$ cat config.mk
export PLATFORM = sky130hd
export DESIGN_NAME = pipe_stage_skid
export DESIGN_NICKNAME = d
export VERILOG_FILES = /design/src/rtl/pipe_pkg.sv /design/src/rtl/pipe_stage_skid_reg.sv /design/src/rtl/pipe_stage_skid.sv
export SDC_FILE = /design/constraint.sdc
export NUM_CORES = 1
export LEC_CHECK = 0
export BUFFER_PORTS_ARGS = -buffer_cell sky130_fd_sc_hd__clkbuf_2
export CORE_ASPECT_RATIO = 0.8
export CORE_MARGIN = 2
export CORE_UTILIZATION = 50
export CTS_BUF_LIST = sky130_fd_sc_hd__clkbuf_4
export DETAILED_ROUTE_END_ITERATION = 12
export GPL_TIMING_DRIVEN = 1
export PLACE_DENSITY = 0.79
export SLEW_MARGIN = 20
export SYNTH_ARGS = -nofsm -noshare
export SYNTH_HDL_FRONTEND = slang
export SYNTH_SLANG_ARGS = --single-unit
$ cat constraint.sdc
create_clock -name clk -period 5.38 [get_ports clk]
set_input_delay 0.538 -clock clk [delete_from_list [all_inputs] [get_ports clk]]
set_output_delay 0.538 -clock clk [all_outputs]
set_load 0.02 [all_outputs]
$ cat src/rtl/pipe_pkg.sv
// Shared definitions for the elastic pipeline stage: occupancy/state encoding
// and the architectural NOP used to fill bubbles.
package pipe_pkg;

    localparam logic [1:0] ST_EMPTY = 2'd0;
    localparam logic [1:0] ST_ONE   = 2'd1;
    localparam logic [1:0] ST_TWO   = 2'd2;

    localparam logic [15:0] ISA_NOP = 16'h0800;

    // State values equal the number of held entries, so the state register
    // doubles as the occupancy count.
    typedef enum logic [1:0] {
        STATE_EMPTY = ST_EMPTY,
        STATE_ONE   = ST_ONE,
        STATE_TWO   = ST_TWO
    } pipe_state_e;

endpackage

$ cat src/rtl/pipe_stage_skid_reg.sv
// Generic enable register with synchronous active-high reset. Payload users
// tie rst low so that only valid/state bits carry a reset.
module pipe_stage_skid_reg #(
    parameter int              SIZE    = 1,
    parameter logic [SIZE-1:0] RST_VAL = {SIZE{1'b0}}
) (
    input  logic            clk,
    input  logic            rst,
    input  logic            en,
    input  logic [SIZE-1:0] d,
    output logic [SIZE-1:0] q
);

    // Load d when enabled; reset wins over enable.
    always_ff @(posedge clk) begin
        if (rst) begin
            q <= RST_VAL;
        end else if (en) begin
            q <= d;
        end
    end

endmodule

$ cat src/rtl/pipe_stage_skid.sv
// Elastic pipeline stage: valid/ready handshake, optional two-entry skid
// buffer (registered in_ready), flush, and NOP fill on empty slots.
module pipe_stage_skid
    import pipe_pkg::*;
#(
    parameter int               WIDTH     = 16,
    parameter logic [WIDTH-1:0] NOP_VALUE = WIDTH'(ISA_NOP),
    parameter int               SKID      = 1
) (
    input  logic             clk,
    input  logic             rst,
    input  logic             in_valid,
    output logic             in_ready,
    input  logic [WIDTH-1:0] in_data,
    output logic             out_valid,
    input  logic             out_ready,
    output logic [WIDTH-1:0] out_data,
    input  logic             flush,
    output logic [1:0]       occupancy
);

    logic [1:0]       state_raw_q;
    pipe_state_e      state_q;
    pipe_state_e      state_d;
    logic [WIDTH-1:0] head_q;
    logic [WIDTH-1:0] head_d;
    logic [WIDTH-1:0] skid_q;
    logic             head_en_s;
    logic             skid_en_s;
    logic             accept_s;
    logic             pop_s;

    assign state_q   = pipe_state_e'(state_raw_q);
    assign out_valid = (state_q != STATE_EMPTY);
    assign occupancy = state_raw_q;
    assign accept_s  = in_valid & in_ready;
    assign pop_s     = out_valid & out_ready;

    // Bubbles present the NOP so unreset payload bits never leak downstream.
    assign out_data  = out_valid ? head_q : NOP_VALUE;

    // Skid mode derives ready from registered state only; single-entry mode
    // lets a pop free the slot in the same cycle.
    always_comb begin
        if (SKID != 0) begin
            in_ready = (state_q != STATE_TWO) & ~rst;
        end else begin
            in_ready = (~out_valid | out_ready) & ~rst;
        end
    end

    // Next-state and payload-load decisions; flush squashes everything held
    // and anything accepted this cycle, suppressing payload loads as well.
    always_comb begin
        state_d   = state_q;
        head_d    = (state_q == STATE_TWO) ? skid_q : in_data;
        head_en_s = 1'b0;
        skid_en_s = 1'b0;
        if (flush) begin
            state_d = STATE_EMPTY;
        end else begin
            case (state_q)
                STATE_EMPTY: begin
                    if (accept_s) begin
                        state_d   = STATE_ONE;
                        head_en_s = 1'b1;
                    end else begin
                        state_d   = STATE_EMPTY;
                    end
                end
                STATE_ONE: begin
                    if (accept_s && pop_s) begin
                        state_d   = STATE_ONE;
                        head_en_s = 1'b1;
                    end else if (accept_s) begin
                        if (SKID != 0) begin
                            state_d   = STATE_TWO;
                            skid_en_s = 1'b1;
                        end else begin
                            state_d   = STATE_ONE;
                            head_en_s = 1'b1;
                        end
                    end else if (pop_s) begin
                        state_d   = STATE_EMPTY;
                    end else begin
                        state_d   = STATE_ONE;
                    end
                end
                STATE_TWO: begin
                    if (pop_s) begin
                        state_d   = STATE_ONE;
                        head_en_s = 1'b1;
                    end else begin
                        state_d   = STATE_TWO;
                    end
                end
                default: begin
                    state_d = STATE_EMPTY;
                end
            endcase
        end
    end

    pipe_stage_skid_reg #(
        .SIZE    (2),
        .RST_VAL (ST_EMPTY)
    ) u_state_reg (
        .clk (clk),
        .rst (rst),
        .en  (1'b1),
        .d   (state_d),
        .q   (state_raw_q)
    );

    pipe_stage_skid_reg #(
        .SIZE (WIDTH)
    ) u_head_reg (
        .clk (clk),
        .rst (1'b0),
        .en  (head_en_s),
        .d   (head_d),
        .q   (head_q)
    );

    generate
        if (SKID != 0) begin : g_skid
            pipe_stage_skid_reg #(
                .SIZE (WIDTH)
            ) u_skid_reg (
                .clk (clk),
                .rst (1'b0),
                .en  (skid_en_s),
                .d   (in_data),
                .q   (skid_q)
            );
        end else begin : g_no_skid
            assign skid_q = {WIDTH{1'b0}};
        end
    endgenerate

endmodule
==> results of run 1 <==
how the worst max path moves through the flow:
stage / cells past startpoint / from / end
3_3_place_gp: 6 / rst / u_head_reg.q[11]
3_5_place_dp: 7 / u_state_reg.q[0] / g_skid.u_skid_reg.q[12]
6_report: 7 / u_state_reg.q[0] / g_skid.u_skid_reg.q[7]
2_1_floorplan: 7 / u_state_reg.q[0] / u_head_reg.q[0]
4_1_cts: 7 / u_state_reg.q[0] / g_skid.u_skid_reg.q[7]
5_1_grt: 7 / u_state_reg.q[0] / g_skid.u_skid_reg.q[7]
metal layers:
metal / track usage (%) / up-vias
li1: - / 414
met1: 17.00 / 392
met2: 23.20 / 28
met3: 4.731 / 5
met4: 10.64 / 0
met5: 0 / -
area by class of cell:
cell class / instances / area share, %
sequential: 34 / 56.38
multi-input combinational: 49 / 25.23
timing repair buffer: 41 / 11.70
clock buffer: 8 / 3.383
tap: 38 / 2.678
inverter: 3 / 0.6343
through the flow:
| stage | instance area (um^2) | setup WS, ns | std cells | utilization (%) |
|---|---|---|---|---|
| after floorplan | 1474 | 2.597 | 89 | - |
| after global placement | 1709 | 2.930 | 165 | 61.34 |
| after detailed placement | 1709 | 2.824 | 165 | 61.34 |
| after CTS | 1769 | 2.798 | 173 | 63.49 |
| after global routing | 1775 | 2.545 | 173 | 63.72 |
| final | 1775 | 2.804 | 173 | 63.72 |
power by group:
part,switching (mW),internal (mW),leakage (nW)
Clock,0.0755,0.0672,0.0368
Sequential,0.00160,0.296,0.308
Combinational,0.0202,0.0179,0.359
Total,0.0973,0.381,0.704
cells by family after synthesis:
kind of cell	count (synthesis)
AO/OA/AOI/OAI	3
adder cells (fa/ha/maj)	2
buffers and inverters	6
flip-flops	34
multiplexers	16
AND/OR/NAND/NOR	28
flip-flops by register name, indices dropped and copies added (netlist names):
signal / flops
u_head_reg.q: 16
u_state_reg.q: 2
g_skid.u_skid_reg.q: 16
synth_stat cells:
| cell type | instances |
|---|---|
| edfxtp_1 | 32 |
| nor2b_1 | 18 |
| mux2_1 | 8 |
| mux2_4 | 8 |
| inv_1 | 3 |
| nand2b_1 | 3 |
| nor2_1 | 3 |
| buf_6 | 2 |
| dfxtp_1 | 2 |
| ha_1 | 2 |
| a2111oi_2 | 1 |
| a211oi_1 | 1 |
| a22o_1 | 1 |
| buf_2 | 1 |
| nand3b_1 | 1 |
| nor2_2 | 1 |
| nor3_1 | 1 |
| or2_1 | 1 |
cells in the final DEF, fill, tap and decap left out, types with 2 or more instances in the layout:
| cell | instances |
|---|---|
| mux2_4 | 8 |
| inv_1 | 3 |
| dfxtp_1 | 2 |
| clkbuf_4 | 8 |
| edfxtp_1 | 32 |
| clkbuf_2 | 40 |
| mux2_1 | 8 |
| nor2b_1 | 17 |
| nand2b_1 | 3 |
| ha_1 | 2 |
| nor2_1 | 3 |
==> flow_summary.json, run 1 <==
{
  "antenna_found_initial": 0,
  "cts_tree": "built",
  "syn-num-nets": 112,
  "clock_path_buffers": 2,
  "synthTopCellsByArea": "edfxtp_1 65%, mux2_4 8.1%, nor2b_1 7.6%",
  "peakVddDrop_v": 0.0001141,
  "grt_pass1_wl_um": 3429,
  "worstSkewPairLatency_ns": 0.33,
  "routed-wl-met2_um": 1065,
  "p_per_area_nw_per_um2": 269.4,
  "worstRegToRegCells": 7,
  "power_mw": 0.4783,
  "report.final.hold_viol_count": 0,
  "finalMaxSlewViolations": 0,
  "slew_headroom_pct": 30.72,
  "holdPathEnd": "g_skid.u_skid_reg.q[0]",
  "ys_seq_elements": 34,
  "clk_pin_slew_worst_paths_ns": 0.10,
  "synth_top_area_share_pct": 65.20,
  "synthSimpleGateAreaFrac_pct": 11.38,
  "area_delta_synth_final_pct": 20.46,
  "holdBufCountCts": 0,
  "yosysTopAreaCell": "edfxtp_1",
  "drtIter0Drc": 26,
  "dp_hpwl_um": 1591,
  "synth_mux_area_share_pct": 14.26,
  "synthAdderAreaFrac_pct": 1.698,
  "holdCritStartpoint": "in_data[0]",
  "htree_levels": 2,
  "numPortBuffers": 40,
  "crit_path_top_delay_cell": "nor2_2",
  "ant_nets": 0,
  "die_x_um": 64.70,
  "period_share_pct": 47.88,
  "syn_area_um2": 1474,
  "synthCells": 89,
  "met3_length_um": 109,
  "firstDrtPassIters": 4,
  "track_usage_pct": 14.68,
  "vias": 839,
  "drt-wirelength-per-cell_um": 12.83,
  "cts_setup_buffers": 0,
  "io_pins": 41,
  "cp-end-kind": "register",
  "gp_routability_congestion": 0.6848,
  "rows": 17,
  "startpoint_type": "register",
  "synth.distinct_cells": 18,
  "max_cap_violations": 0,
  "viasPerCell": 4.850,
  "path_cells": "nor2_2, nor2b_1, inv_1, ha_1, nand3b_1, nor2_1, buf_4",
  "timing.rr.end": "g_skid.u_skid_reg.q[7]",
  "drive_gt1_share_pct": 45.19,
  "ys_warn_count": 0,
  "fin_skew_ns": 0.01040,
  "gr-total-overflow": 0,
  "fill_cells": 204,
  "grt_max_degree": 20,
  "wl_um": 2220,
  "critical_path_class": "register to register",
  "yosysSeqAreaShare_pct": 67.91,
  "grt_pass1_vias": 802,
  "synth_top_family_by_area": "multiplexers",
  "status": "finished, final reports clean",
  "ff_latch_area_um2": 1001,
  "postSynthAreaPerCell_um2": 16.56,
  "top_layer_used": "met4",
  "reg2reg_from": "u_state_reg.q[0]",
  "cts-buffers-inserted": 5,
  "fin_crit_ns": 2.576,
  "max_freq_ghz": 0.3882,
  "whs_ns": 0.3934,
  "worst_hold_path_type": "primary input to register",
  "wl_met1_um": 995,
  "start_util_pct": 52.90,
  "die_height_um": 52.56,
  "crit_required_ns": 5.41,
  "die_area_um2": 3401,
  "crit_buf_inv": 2,
  "p_leak_nw": 0.7036,
  "rsz0062_at_grt": "no",
  "worst_pin_slew_ns": 1.035,
  "final_nets": 157,
  "hold_depth": 1,
  "synth_compound_area_share_pct": 2.122,
  "drc": 0,
  "cp_slowest_stage_delay_ns": 0.59,
  "postCtsResizedCells": 0,
  "multiInputGateArea_um2": 447.9,
  "timing.setup.tns_ns": 0,
  "n_antenna_cell": 0,
  "setup_viol": 0,
  "critPathArrivalTime_ns": 2.61,
  "cp_max_fo": 19,
  "synthXorXnorAreaFrac_pct": 0,
  "fp.coreArea_um2": 2786,
  "clock_sinks": 34,
  "r2r_slack_ns": 2.80,
  "ctsRootBufferMaster": "clkbuf_4",
  "crit_family": "simple AND/OR/NAND/NOR gates"
}
Power figures use the tool's default switching activity.
==> run 2, diff against run 1 <==
--- a/config.mk
+++ b/config.mk
@@ -5,6 +5,7 @@
 export SDC_FILE = /design/constraint.sdc
 export NUM_CORES = 1
 export LEC_CHECK = 0
+export ABC_AREA = 1
 export BUFFER_PORTS_ARGS = -buffer_cell sky130_fd_sc_hd__clkbuf_2
 export CORE_ASPECT_RATIO = 0.8
 export CORE_MARGIN = 2
==> constraint.sdc (replaced) <==
create_clock -name clk -period 2.51 [get_ports clk]
set_input_delay 0.251 -clock clk [delete_from_list [all_inputs] [get_ports clk]]
set_output_delay 0.251 -clock clk [all_outputs]
set_load 0.02 [all_outputs]
==> flow_summary.json, run 2 <==
{
  "start_util_pct": 53.52,
  "crit_required_ns": 2.54,
  "drive_gt1_share_pct": 31.25,
  "whs_ns": 0.1047,
  "fill_cells": 229,
  "fin_crit_ns": 2.100,
  "die_area_um2": 3487,
  "clock_path_buffers": 2,
  "syn-num-nets": 169,
  "max_freq_ghz": 0.4762,
  "drt-wirelength-per-cell_um": 12.22,
  "grt_pass1_vias": 987,
  "die_height_um": 53.22,
  "dp_hpwl_um": 2144,
  "firstDrtPassIters": 4,
  "multiInputGateArea_um2": 376.6,
  "postSynthAreaPerCell_um2": 10.37,
  "gr-total-overflow": 0,
  "cp-end-kind": "register",
  "final_nets": 214,
  "yosysTopAreaCell": "edfxtp_1",
  "vias": 1068,
  "synth.most_common_cell": "nand2_1",
  "clock_sinks": 34,
  "critPathArrivalTime_ns": 2.13,
  "ys_seq_elements": 34,
  "p_leak_nw": 0.8548,
  "gp_routability_congestion": 0.9498,
  "antenna_found_initial": 0,
  "synth_ff_type": "edfxtp_1",
  "period_share_pct": 83.66,
  "max_cap_violations": 0,
  "n_antenna_cell": 0,
  "final_cell_mix": "47 x nand2_1, 40 x clkbuf_2, 32 x edfxtp_1, 22 x inv_1, 18 x nor2_1",
  "synthTopCellsByCount": "47 x nand2_1, 32 x edfxtp_1, 22 x inv_1, 18 x nor2_1",
  "timing.setup.tns_ns": 0,
  "die_x_um": 65.52,
  "htree_levels": 2,
  "cts_tree": "built",
  "ant_nets": 0,
  "postCtsResizedCells": 0,
  "peakVddDrop_v": 0.0003414,
  "p_per_area_nw_per_um2": 558.0,
  "grt_max_degree": 21,
  "ys_warn_count": 0,
  "numPortBuffers": 40,
  "clk_pin_slew_worst_paths_ns": 0.10,
  "track_usage_pct": 18.05,
  "io_pins": 41,
  "rows": 17,
  "finalMaxSlewViolations": 0,
  "synth.distinct_cells": 18,
  "syn_area_um2": 1514,
  "worst_hold_path_type": "primary input to register",
  "status": "finished, final reports clean",
  "cts-buffers-inserted": 5,
  "synthTopCellsByArea": "edfxtp_1 63%, nand2_1 12%, inv_1 5.5%",
  "setup_viol": 0,
  "critical_path_class": "register to register",
  "wl_um": 2811,
  "drc": 0,
  "synthCells": 146,
  "ff_latch_area_um2": 1001,
  "worstSkewPairLatency_ns": 0.33,
  "yosysSeqAreaShare_pct": 66.12,
  "ctsRootBufferMaster": "clkbuf_4",
  "slew_headroom_pct": 56.43,
  "grt_pass1_wl_um": 4353,
  "startpoint_type": "register",
  "synth_top_area_share_pct": 63.47,
  "reg_top3": "g_skid.u_skid_reg.q: 16 flops, u_head_reg.q: 16 flops, u_state_reg.q: 2 flops",
  "fp.coreArea_um2": 2829,
  "report.final.hold_viol_count": 0,
  "rsz0062_at_grt": "no",
  "area_delta_synth_final_pct": 17.85,
  "drtIter0Drc": 48,
  "cts_setup_buffers": 0,
  "cp_max_fo": 18,
  "viasPerCell": 4.643,
  "worst_pin_slew_ns": 0.6529,
  "synth_edf_count": 32,
  "postSynth.asyncResetShare_pct": 0,
  "fin_skew_ns": 0.009104,
  "final_common_cell": "nand2_1",
  "holdBufCountCts": 0
}
==> run 2: cell types whose count changed after synthesis, moves of 8 or more <==
| cell | delta |
|---|---|
| inv_1 | +19 |
| nor2_1 | +15 |
| mux2_1 | -8 |
| nor2b_1 | -18 |
| nand2_1 | +47 |
| mux2_4 | -8 |
==> run 2: final cells by class <==
class	count	area share (%)
inverters	24	5.049
multi-input cells	84	21.11
repair buffers	42	12.06
clock inverters	2	0.4909
clock buffers	6	2.525
well taps	38	2.665
flip-flops and latches	34	56.10
==> run 2: final timing paths <==
kind / from / to / cells after the start / slack [ns]
worst min-delay path: in_data[12] / g_skid.u_skid_reg.q[12] / 1 / 0.10
worst max register to register: u_state_reg.q[0] / g_skid.u_skid_reg.q[3] / 7 / 0.41
worst max-delay path: u_state_reg.q[0] / g_skid.u_skid_reg.q[3] / 7 / 0.41
worst min register to register: g_skid.u_skid_reg.q[0] / u_head_reg.q[0] / 2 / 0.53
==> run 2: worst max-delay path, stage by stage, from the launching register on <==
cell and delay (ns):
dfxtp_1 0.40, nor2_2 0.54, nor2_1 0.14, inv_1 0.09, ha_1 0.15, nand3_1 0.11, nor2_1 0.13, buf_4 0.24
==> run 2: routing by layer <==
layer  vias up  routed length, um  track usage [%]
met3        10                179            6.170
met2        38               1359            29.93
li1        548                  -                -
met4         0                 64            8.681
met1       472               1206            21.29
met5         -                  0                0
==> run 2: kinds of logic (layout without fill, tap and decap cells) <==
group	Yosys count	in the layout	synth area share, %
AO/OA/AOI/OAI	3	3	0.9914
adder cells (fa/ha/maj)	2	2	1.653
buffers and inverters	28	74	9.257
flip-flops	34	34	66.12
AND/OR/NAND/NOR	79	79	21.98
==> run 2: power by group <==
| group | leakage, nW | internal [mW] | total (mW) | switching [mW] |
|---|---|---|---|---|
| Combinational | 0.515 | 0.0281 | 0.0757 | 0.0476 |
| Sequential | 0.307 | 0.630 | 0.634 | 0.00372 |
| Clock | 0.0331 | 0.116 | 0.286 | 0.170 |
| Total | 0.855 | 0.774 | 0.996 | 0.221 |
==> run 2: metrics by stage <==
| stage | util (%) | cell area (um^2) | power, mW | worst slack [ns] | cells |
|---|---|---|---|---|---|
| final | 63.07 | 1784 | 0.9956 | 0.4102 | 230 |
| after detailed placement | 61.17 | 1730 | 0.7232 | 0.4022 | 222 |
| after floorplan | - | 1518 | 0.6858 | 0.1102 | 146 |
| after global routing | 63.07 | 1784 | 1.037 | 0.2061 | 230 |
| after CTS | 63.07 | 1784 | 1.002 | 0.3858 | 230 |
| after global placement | 61.17 | 1730 | 0.7194 | 0.5547 | 222 |
